$ cat src/rtl/noc_output_port_pkg.sv
// Shared router constants: direction indices and default link geometry.
// The input side of the router uses the same encoding.
package noc_output_port_pkg;

  localparam int NORTH          = 0;
  localparam int SOUTH          = 1;
  localparam int EAST           = 2;
  localparam int WEST           = 3;
  localparam int LOCAL          = 4;
  localparam int NOC_DATA_WIDTH = 32;
  localparam int NOC_NUM_DIRS   = 5;

  typedef enum logic [2:0] {
    DIR_NORTH = 3'd0,
    DIR_SOUTH = 3'd1,
    DIR_EAST  = 3'd2,
    DIR_WEST  = 3'd3,
    DIR_LOCAL = 3'd4
  } noc_dir_e;

endpackage

$ cat src/rtl/noc_output_port_chk.sv
// Structural invariants of the output queue and arbiter.
module noc_output_port_chk #(
  parameter int NUM_INPUTS = 5
) (
  input logic                  clk,
  input logic                  rst,
  input logic                  push,
  input logic                  pop,
  input logic [1:0]            count,
  input logic [NUM_INPUTS-1:0] grant
);

  a_no_overflow: assert property (@(posedge clk) disable iff (rst)
    !(push && !pop && (count == 2'd2)));

  a_count_range: assert property (@(posedge clk) disable iff (rst)
    count <= 2'd2);

  a_grant_onehot: assert property (@(posedge clk) disable iff (rst)
    $onehot0(grant));

endmodule

$ cat src/rtl/noc_output_port_rr_pick.sv
// Rotate-priority picker: one-hot grant searching from a registered pointer.
// The pointer moves past the winner only when the grant is actually taken.
module noc_output_port_rr_pick #(
  parameter int NUM_INPUTS = 5,
  parameter int PTR_W      = 3
) (
  input  logic                  clk,
  input  logic                  rst,
  input  logic [NUM_INPUTS-1:0] req,
  input  logic                  advance,
  output logic [NUM_INPUTS-1:0] grant
);

  logic [PTR_W-1:0] ptr_q;
  logic [PTR_W-1:0] ptr_d;
  logic [PTR_W-1:0] base_s;
  logic [PTR_W-1:0] gidx_s;
  logic [PTR_W:0]   sum_s;
  logic             found_s;

  // An out-of-range pointer is treated as index 0.
  always_comb begin
    grant   = '0;
    gidx_s  = '0;
    found_s = 1'b0;
    sum_s   = '0;
    if ({1'b0, ptr_q} >= (PTR_W+1)'(NUM_INPUTS)) begin
      base_s = '0;
    end else begin
      base_s = ptr_q;
    end
    for (int k = 0; k < NUM_INPUTS; k++) begin
      sum_s = {1'b0, base_s} + (PTR_W+1)'(k);
      if (sum_s >= (PTR_W+1)'(NUM_INPUTS)) begin
        sum_s = sum_s - (PTR_W+1)'(NUM_INPUTS);
      end else begin
        sum_s = sum_s;
      end
      if (!found_s && req[sum_s[PTR_W-1:0]]) begin
        found_s                  = 1'b1;
        gidx_s                   = sum_s[PTR_W-1:0];
        grant[sum_s[PTR_W-1:0]]  = 1'b1;
      end else begin
        found_s = found_s;
      end
    end
  end

  always_comb begin
    ptr_d = ptr_q;
    if (advance && found_s) begin
      if (gidx_s == PTR_W'(NUM_INPUTS - 1)) begin
        ptr_d = '0;
      end else begin
        ptr_d = gidx_s + PTR_W'(1);
      end
    end else begin
      ptr_d = ptr_q;
    end
  end

  always_ff @(posedge clk or posedge rst) begin
    if (rst) begin
      ptr_q <= '0;
    end else begin
      ptr_q <= ptr_d;
    end
  end

endmodule

$ cat src/rtl/noc_output_port.sv
// Router output direction: round-robin over five inputs into a 2-entry queue.
// Define NOC_OUTPUT_PORT_STATS_EN to add pkt_count/stall_count ports.
module noc_output_port
  import noc_output_port_pkg::*;
#(
  parameter int NUM_INPUTS = NOC_NUM_DIRS,
  parameter int DATA_WIDTH = NOC_DATA_WIDTH,
  parameter int PTR_W      = 3
) (
  input  logic                             clk,
  input  logic                             rst,
  input  logic [NUM_INPUTS*DATA_WIDTH-1:0] in_data,
  input  logic [NUM_INPUTS-1:0]            in_valid,
  output logic [NUM_INPUTS-1:0]            in_ready,
  output logic [DATA_WIDTH-1:0]            out_packet,
  output logic                             out_valid,
  input  logic                             out_ready
`ifdef NOC_OUTPUT_PORT_STATS_EN
  ,
  output logic [31:0]                      pkt_count,
  output logic [31:0]                      stall_count
`endif
);

  logic [DATA_WIDTH-1:0] mem_q [2];
  logic                  wr_q;
  logic                  wr_d;
  logic                  rd_q;
  logic                  rd_d;
  logic [1:0]            count_q;
  logic [1:0]            count_d;
  logic [NUM_INPUTS-1:0] grant_s;
  logic                  push_s;
  logic                  pop_s;
  logic                  full_eff_s;
  logic [DATA_WIDTH-1:0] push_data_s;

  noc_output_port_rr_pick #(
    .NUM_INPUTS (NUM_INPUTS),
    .PTR_W      (PTR_W)
  ) u_pick (
    .clk     (clk),
    .rst     (rst),
    .req     (in_valid),
    .advance (push_s),
    .grant   (grant_s)
  );

  assign out_valid  = (count_q != 2'd0);
  assign out_packet = out_valid ? mem_q[rd_q] : '0;

  // A same-cycle pop frees a slot; rst gates in_ready so no handshake happens mid-reset.
  always_comb begin
    pop_s      = out_valid && out_ready;
    full_eff_s = (count_q == 2'd2) && !pop_s;
    if (rst) begin
      in_ready = '0;
    end else begin
      in_ready = grant_s & {NUM_INPUTS{~full_eff_s}};
    end
    push_s      = |in_ready;
    push_data_s = '0;
    for (int i = 0; i < NUM_INPUTS; i++) begin
      if (grant_s[i]) begin
        push_data_s = push_data_s | in_data[i*DATA_WIDTH +: DATA_WIDTH];
      end else begin
        push_data_s = push_data_s;
      end
    end
    wr_d = push_s ? ~wr_q : wr_q;
    rd_d = pop_s  ? ~rd_q : rd_q;
    case ({push_s, pop_s})
      2'b10:   count_d = count_q + 2'd1;
      2'b01:   count_d = count_q - 2'd1;
      default: count_d = count_q;
    endcase
  end

  always_ff @(posedge clk or posedge rst) begin
    if (rst) begin
      wr_q    <= 1'b0;
      rd_q    <= 1'b0;
      count_q <= 2'd0;
      for (int i = 0; i < 2; i++) begin
        mem_q[i] <= '0;
      end
    end else begin
      wr_q    <= wr_d;
      rd_q    <= rd_d;
      count_q <= count_d;
      if (push_s) begin
        mem_q[wr_q] <= push_data_s;
      end
    end
  end

`ifdef NOC_OUTPUT_PORT_STATS_EN
  logic [31:0] pkt_count_q;
  logic [31:0] pkt_count_d;
  logic [31:0] stall_count_q;
  logic [31:0] stall_count_d;

  // Packet count wraps; stall count sticks at all-ones.
  always_comb begin
    pkt_count_d   = pop_s ? pkt_count_q + 32'd1 : pkt_count_q;
    stall_count_d = stall_count_q;
    if (out_valid && !out_ready && (stall_count_q != 32'hFFFF_FFFF)) begin
      stall_count_d = stall_count_q + 32'd1;
    end else begin
      stall_count_d = stall_count_q;
    end
  end

  always_ff @(posedge clk or posedge rst) begin
    if (rst) begin
      pkt_count_q   <= 32'd0;
      stall_count_q <= 32'd0;
    end else begin
      pkt_count_q   <= pkt_count_d;
      stall_count_q <= stall_count_d;
    end
  end

  assign pkt_count   = pkt_count_q;
  assign stall_count = stall_count_q;
`endif

  noc_output_port_chk #(
    .NUM_INPUTS (NUM_INPUTS)
  ) u_chk (
    .clk   (clk),
    .rst   (rst),
    .push  (push_s),
    .pop   (pop_s),
    .count (count_q),
    .grant (grant_s)
  );

endmodule
$ cat config.mk
export PLATFORM = sky130hd
export DESIGN_NAME = noc_output_port
export DESIGN_NICKNAME = d
export VERILOG_FILES = /design/src/rtl/noc_output_port_pkg.sv /design/src/rtl/noc_output_port_chk.sv /design/src/rtl/noc_output_port_rr_pick.sv /design/src/rtl/noc_output_port.sv
export SDC_FILE = /design/constraint.sdc
export NUM_CORES = 1
export LEC_CHECK = 0
export CORE_ASPECT_RATIO = 0.5
export CORE_MARGIN = 3
export CORE_UTILIZATION = 49
export CTS_BUF_LIST = sky130_fd_sc_hd__clkbuf_8 sky130_fd_sc_hd__clkbuf_16
export DETAILED_ROUTE_END_ITERATION = 6
export PLACE_DENSITY_LB_ADDON = 0.1
export SYNTH_ARGS = -nofsm -noshare
export SYNTH_HDL_FRONTEND = slang
export SYNTH_SLANG_ARGS = --single-unit
$ cat constraint.sdc
create_clock -name clk -period 9.7 [get_ports clk]
set_input_delay 1.455 -clock clk [delete_from_list [all_inputs] [get_ports clk]]
set_output_delay 1.455 -clock clk [all_outputs]
set_load 0.01 [all_outputs]
==> flow_summary_export.csv, run 1 <==
group,metric,value,unit
setup_path,slowest_delay,0.72,ns
setup_path,required,8.25,ns
synth,synthCells,571,
clock_network,cts_setup_buffers,0,
sta,fin_crit,6.71,ns
setup_path,critPathTopFamily,"buffers and inverters",
clock_network,cts_buffers,9,
routing,wl_met3,830,um
placement,placedCellCount,886,
grt,antenna_found_initial,0,
synth,syn_nets,750,
min_path,hp-start,"mem_q[62]",
power_and_ir_drop,vdd_ir_drop_max,0.216,mV
synth,ys_ff_latch,71,
clock_network,htreeDepth,3,
status,status,"finished, final reports clean",
die,io_pins,206,
clock_network,clock_path_buffers,2,
routing,wl_met2,8940,um
routing,drt-pass1-iter-count,7,
min_path,hp-class,"reg2reg",
sta,fin_setup_tns,0,ns
cells_and_area,drive_gt1_frac,0.125,
setup_path,crit_start,"u_pick.ptr_q[2]",
synth,async_flop_share,1.00,
setup_path,crit_slowest_cell,"ha_1",
synth,syn_avg_cell_area,9.51,um2
clock_network,clk_latency,0.34,ns
sta,finalSetupViolCount,0,
run,drv_cap,0,
placement,post-place-ws,3.41,ns
sta,rsz0062_at_grt,"false",
cells_and_area,fin_area,7890,um2
cells_and_area,fin_util,0.751,
sta,worst_slack,2.99,ns
setup_path,path_class,"reg2out",
power_and_ir_drop,p_per_area,454,nW/um2
clock_network,cts_tree,"done",
routing,wl,17100,um
power_and_ir_drop,p_leak,3.26,nW
setup_path,start_kind,"register",
die,initial_core_util,0.517,
routing,drt.antenna.violating_nets,0,
clock_network,cts-resized-gates,0,
placement,place_congestion,0.945,
routing,drcViolationCount,0,
routing,vias_per_cell,5.90,
setup_path,cp-end-kind,"primary output",
placement,port-buffer-count,205,
synth,seq_area_frac_synth,0.327,
die,rows,26,
routing,drtIter0Drc,495,
placement,post_dp_cell_area,7600,um2
grt,grt_pass1_vias,5449,
die,coreArea,10500,um2
setup_path,crit_fanout,35,
synth,synth_cell_types,74,
clock_network,clockRootBuffer,"clkbuf_16",
die,die_area,12500,um2
sta,fmax,0.149,GHz
synth,yosysWarnings,0,
routing,via_count,5319,
synth,syn_area,5430,um2
placement,dp_hpwl,12400,um
grt,grt_pass1_wl,26700,um
cells_and_area,fillers,749,
setup_path,r2r-start,"u_pick.ptr_q[2]",
routing,routedLengthMet1,6950,um
sta,min_period_over_period,0.692,
setup_path,path_buf_inv,4,
cells_and_area,final_nets,936,
sta,maxSlewViolCount,0,
cells_and_area,seqCellArea,1780,um2
clock_network,clock-sinks,71,
die,die_w,155,um
grt,track_usage,0.269,
clock_network,ctsHoldBuffers,0,
die,die_h,80.4,um
cells_and_area,multi_input_area,3340,um2
cells_and_area,diodes,0,
cells_and_area,syn_to_final_growth,45.3,%
routing,routedWlPerCell,18.9,um
setup_path,cp.arrival,5.26,ns
grt,grt_max_degree,72,
sta,whs,0.485,ns
sta,finClkSkew,0.00563,ns
synth,synthFlopType,"dfrtp_1",
sta,relSlewSlack,0.285,
grt,grt-ovfl-total,0,
synth,synth_edf_count,0,
sta,hold_viol,0,
setup_path,crit_chain,"nor3b_4 > inv_2 > ha_1 > inv_1 > a221oi_1 > o21ai_0 > a311oi_1 > or2_2 > nand4_1 > o221ai_4 > buf_4 > and2_1 > clkdlybuf4s50_1",
power_and_ir_drop,p_total,3.58,mW
sta,worstMarginPinSlew,1.07,ns
clock_network,clk_pin_slew,0.06,ns
routing,highest_layer,"met4",
cells_and_area,final_cells,902,
==> registers in the layout, indices dropped and copies added, names as in the netlist <==
signal	flops
count_q	2
mem_q	64
rd_q	1
u_pick.ptr_q	3
wr_q	1
==> placed cells by master, fill, tap and decap left out, types with 4 or more instances in the layout <==
cell and count:
mux2_2 40, dfrtp_1 70, or2_2 4, ha_1 11, nand3_1 5, o21ai_0 7
a222oi_1 32, a31oi_1 4, mux2i_1 39, a21oi_1 15, nand2_1 43, clkbuf_16 9
nor2_1 46, nor3_1 5, nand2b_1 7, inv_1 47, buf_4 9, mux2_1 30
o211ai_1 34, clkdlybuf4s50_1 205, nand4_1 6, and2_1 6
==> area by class of cell <==
cell class,instances,area share
repair buffers,214,0.269
clock inverters,6,0.00666
well taps,140,0.0222
multi-input cells,411,0.423
inverters,50,0.0238
flip-flops and latches,71,0.225
clock buffers,10,0.0303
==> worst reg2reg max path: cells and delay by family, from the launching register on <==
kind	cells	cell delay [ns]
compound gates	5	1.72
xor+xnor	1	0.15
fa+ha+maj	2	1.06
buf+inv	4	0.82
flops	1	0.57
simple gates	5	1.26
==> metal layers <==
layer / vias up / global-route usage
met1: 2580 / 0.314
met4: 0 / 0.0837
met3: 37 / 0.0511
met2: 182 / 0.503
li1: 2520 / -
met5: - / 0
==> power breakdown <==
group	internal, mW	switching [mW]
combinational	1.21	1.45
sequential	0.468	0.134
clock	0.184	0.137
total	1.86	1.72
==> logic make-up (layout without fill, tap and decap cells) <==
kind of cell	Yosys count	after routing	synth area share
multiplexers	109	109	0.217
XOR/XNOR	5	5	0.00807
adder cells (fa/ha/maj)	11	11	0.0253
AND/OR/NAND/NOR	146	146	0.135
buffers and inverters	89	280	0.0675
AO/OA/AOI/OAI	140	140	0.219
flip-flops	71	71	0.327
==> path summary, 6_finish.rpt <==
kind | endpoint | slack (ns) | cells past startpoint
worst max register to register | count_q[1] | 4.04 | 17
worst min register to register | mem_q[62] | 0.48 | 1
worst min-delay path | mem_q[62] | 0.48 | 1
worst max-delay path | in_ready[1] | 2.99 | 13
max in group asynchronous | mem_q[4] | 7.34 | 3
min in group asynchronous | wr_q | 1.74 | 3
==> cells in the mapped netlist (3+ instances only) <==
master    count  share of area
a211oi_1      3         0.0041
a21oi_1      15          0.014
a222oi_1     32          0.059
a22oi_1       3         0.0041
a31oi_1       4         0.0046
and2_1        6         0.0069
and3_1        3         0.0035
buf_2         8         0.0074
buf_6         3         0.0062
clkbuf_1     27          0.019
dfrtp_1      71           0.33
ha_1         11          0.025
inv_1        48          0.033
mux2_1       30          0.062
mux2_2       40          0.083
mux2i_1      39          0.072
nand2_1      43          0.030
nand2b_1      7         0.0081
nand3_1       5         0.0046
nand4_1       6         0.0069
nor2_1       47          0.032
nor2b_1       3         0.0035
nor3_1        5         0.0046
o211ai_1     34          0.047
o21ai_0       7         0.0065
o221ai_2      3         0.0083
o31ai_1       3         0.0041
or2_2         4         0.0046
xor2_1        3         0.0048
(Power assumes the default switching activity.)
==> run 2: changes to the inputs <==
--- a/config.mk
+++ b/config.mk
@@ -7,7 +7,7 @@
 export LEC_CHECK = 0
 export CORE_ASPECT_RATIO = 0.5
 export CORE_MARGIN = 3
-export CORE_UTILIZATION = 49
+export CORE_UTILIZATION = 41
 export CTS_BUF_LIST = sky130_fd_sc_hd__clkbuf_8 sky130_fd_sc_hd__clkbuf_16
 export DETAILED_ROUTE_END_ITERATION = 6
 export PLACE_DENSITY_LB_ADDON = 0.1
==> constraint.sdc (replaced) <==
create_clock -name clk -period 5.8 [get_ports clk]
set_input_delay 0.87 -clock clk [delete_from_list [all_inputs] [get_ports clk]]
set_output_delay 0.87 -clock clk [all_outputs]
set_load 0.01 [all_outputs]
==> run 2 against run 1 <==
Effect of this change: the flow now finishes with violations (design-rule violations); combinational power up 68%; non-clock buffer count is 7 higher; hold slack lost 0.0018 ns; register-to-register slack got worse by 3.4 ns; critical path type unchanged; power increased by 68%; sequential cell count is the same; clock skew hardly changed; cell count increased by 4.0%.
==> flow_summary_export.csv, run 2 (synthesis results as in run 1) <==
group,metric,value,unit
sta,fin_setup_tns,0,ns
power_and_ir_drop,p_leak,3.31,nW
sta,worstMarginPinSlew,1.04,ns
cells_and_area,drive_gt1_frac,0.134,
die,io_pins,206,
routing,wl_met3,787,um
setup_path,path_buf_inv,3,
routing,drt.antenna.violating_nets,0,
status,failed_checks,"design-rule violations",
clock_network,htreeDepth,3,
sta,relSlewSlack,0.306,
sta,rsz0062_at_grt,"false",
cells_and_area,syn_to_final_growth,47.4,%
setup_path,start_kind,"register",
power_and_ir_drop,swShare,0.467,
setup_path,crit_fanout,11,
cells_and_area,most-common-layout-cells,"clkdlybuf4s50_1, dfrtp_1, inv_1",
power_and_ir_drop,p_comb_frac,0.743,
cells_and_area,fin_util,0.625,
cells_and_area,final_nets,943,
clock_network,clk_pin_slew,0.05,ns
placement,post_dp_cell_area,7670,um2
sta,fmax,0.188,GHz
sta,fin_crit,5.31,ns
placement,placedCellCount,921,
cells_and_area,final_cells,938,
die,coreArea,12800,um2
placement,place_congestion,0.865,
power_and_ir_drop,p_total,6.02,mW
sta,hold_viol,0,
placement,dp_hpwl,12500,um
placement,port-buffer-count,205,
setup_path,slowest_delay,0.58,ns
routing,routedLengthMet1,6690,um
grt,antenna_found_initial,0,
cells_and_area,regMostFlops,"mem_q",
setup_path,path_class,"reg2out",
sta,finClkSkew,0.00533,ns
sta,worst_slack,0.487,ns
grt,grt_max_degree,55,
grt,track_usage,0.220,
routing,drtIter0Drc,395,
clock_network,clk_latency,0.32,ns
routing,wl,16400,um
setup_path,required,4.93,ns
grt,grt-ovfl-total,0,
power_and_ir_drop,p_sw,2.81,mW
setup_path,cp.arrival,4.44,ns
die,die_w,169,um
sta,finalSetupViolCount,0,
clock_network,clockRootBuffer,"clkbuf_16",
cells_and_area,fin_area,8000,um2
routing,vias_per_cell,5.56,
clock_network,cts_tree,"done",
power_and_ir_drop,vdd_ir_drop_max,0.364,mV
routing,drcViolationCount,4,
routing,routedWlPerCell,17.5,um
placement,post-place-ws,0.494,ns
cells_and_area,largestRegisters,"mem_q (64), u_pick.ptr_q (3), count_q (2)",
power_and_ir_drop,internal_power,3.21,mW
sta,min_period_over_period,0.916,
clock_network,cts_buffers,9,
cells_and_area,largest_reg_flops,64,
routing,via_count,5214,
clock_network,clock_path_buffers,2,
die,initial_core_util,0.424,
min_path,hp-class,"reg2reg",
sta,maxSlewViolCount,0,
status,status,"finished with violations",
power_and_ir_drop,p_per_area,752,nW/um2
clock_network,clock-sinks,71,
setup_path,critPathTopFamily,"compound AO/OA/AOI/OAI gates",
routing,drt-pass1-iter-count,7,
setup_path,crit_chain,"nor3b_4 > inv_2 > ha_1 > inv_1 > a221oi_1 > o21ai_0 > a211oi_1 > or2_2 > nand4_1 > o221ai_2 > and2_1 > clkdlybuf4s50_1",
sta,whs,0.483,ns
grt,grt_pass1_vias,5355,
die,die_h,87.4,um
cells_and_area,diodes,0,
setup_path,cp-end-kind,"primary output",
setup_path,crit_slowest_cell,"dfrtp_1",
cells_and_area,final_common_cell,"clkdlybuf4s50_1",
run,drv_cap,0,
power_and_ir_drop,p_clk_frac,0.092,
routing,highest_layer,"met4",
routing,wl_met2,8790,um
power_and_ir_drop,p_seq_frac,0.166,
grt,grt_pass1_wl,26400,um
die,rows,29,
die,die_area,14700,um2
## run 2: final timing paths
check	start	endpoint	slack (ns)	depth (start not counted)
worst max-delay path	u_pick.ptr_q[2]	in_ready[3]	0.49	12
worst min-delay path	mem_q[20]	mem_q[20]	0.48	1
worst max register to register	u_pick.ptr_q[2]	mem_q[50]	0.67	15
worst min register to register	mem_q[20]	mem_q[20]	0.48	1
max in group asynchronous	rst	mem_q[45]	3.90	3
min in group asynchronous	rst	mem_q[58]	0.90	2
## run 2: what timing repair did
action                     CTS  global route
hold buffers                 0             0
resized for setup            0             2
setup endpoints to repair    0            57
buffers inserted             0             2
## run 2: worst reg2reg max path, stage by stage (launching register included)
cell and delay (ns):
dfrtp_1 0.58, nor3b_4 0.39, inv_2 0.16, ha_1 0.53, inv_1 0.13, a221oi_1 0.39, o21ai_0 0.14, a211oi_1 0.40
or2_2 0.20, nand4_1 0.21, o221ai_4 0.26, buf_4 0.40, nor2_2 0.16, a311oi_4 0.22, buf_4 0.44, mux2_1 0.41
## run 2: layer usage
metal,vias up,GRT usage
li1,2516,-
met1,2540,0.260
met2,145,0.423
met3,13,0.0399
met4,0,0.0423
met5,-,0
## run 2: final cells by class
| cell class | count | area, um2 |
|---|---|---|
| timing repair buffer | 221 | 2170 |
| multi-input combinational | 411 | 3340 |
| fill | 1120 | 4810 |
| clock inverter | 4 | 55.1 |
| clock buffer | 11 | 253 |
| sequential | 71 | 1780 |
| tap | 170 | 213 |
| inverter | 50 | 188 |
## run 2: power groups by stage
| stage | Combinational [mW] | Clock (mW) | Sequential, mW |
|---|---|---|---|
| 6_report | 4.47 | 0.551 | 0.998 |
| 5_1_grt | 4.90 | 0.584 | 1.04 |
| 4_1_cts | 4.50 | 0.561 | 1.00 |
| 3_5_place_dp | 4.47 | 0 | 1.01 |
| 3_3_place_gp | 4.41 | 0 | 0.990 |
| 2_1_floorplan | 3.11 | 0 | 0.886 |
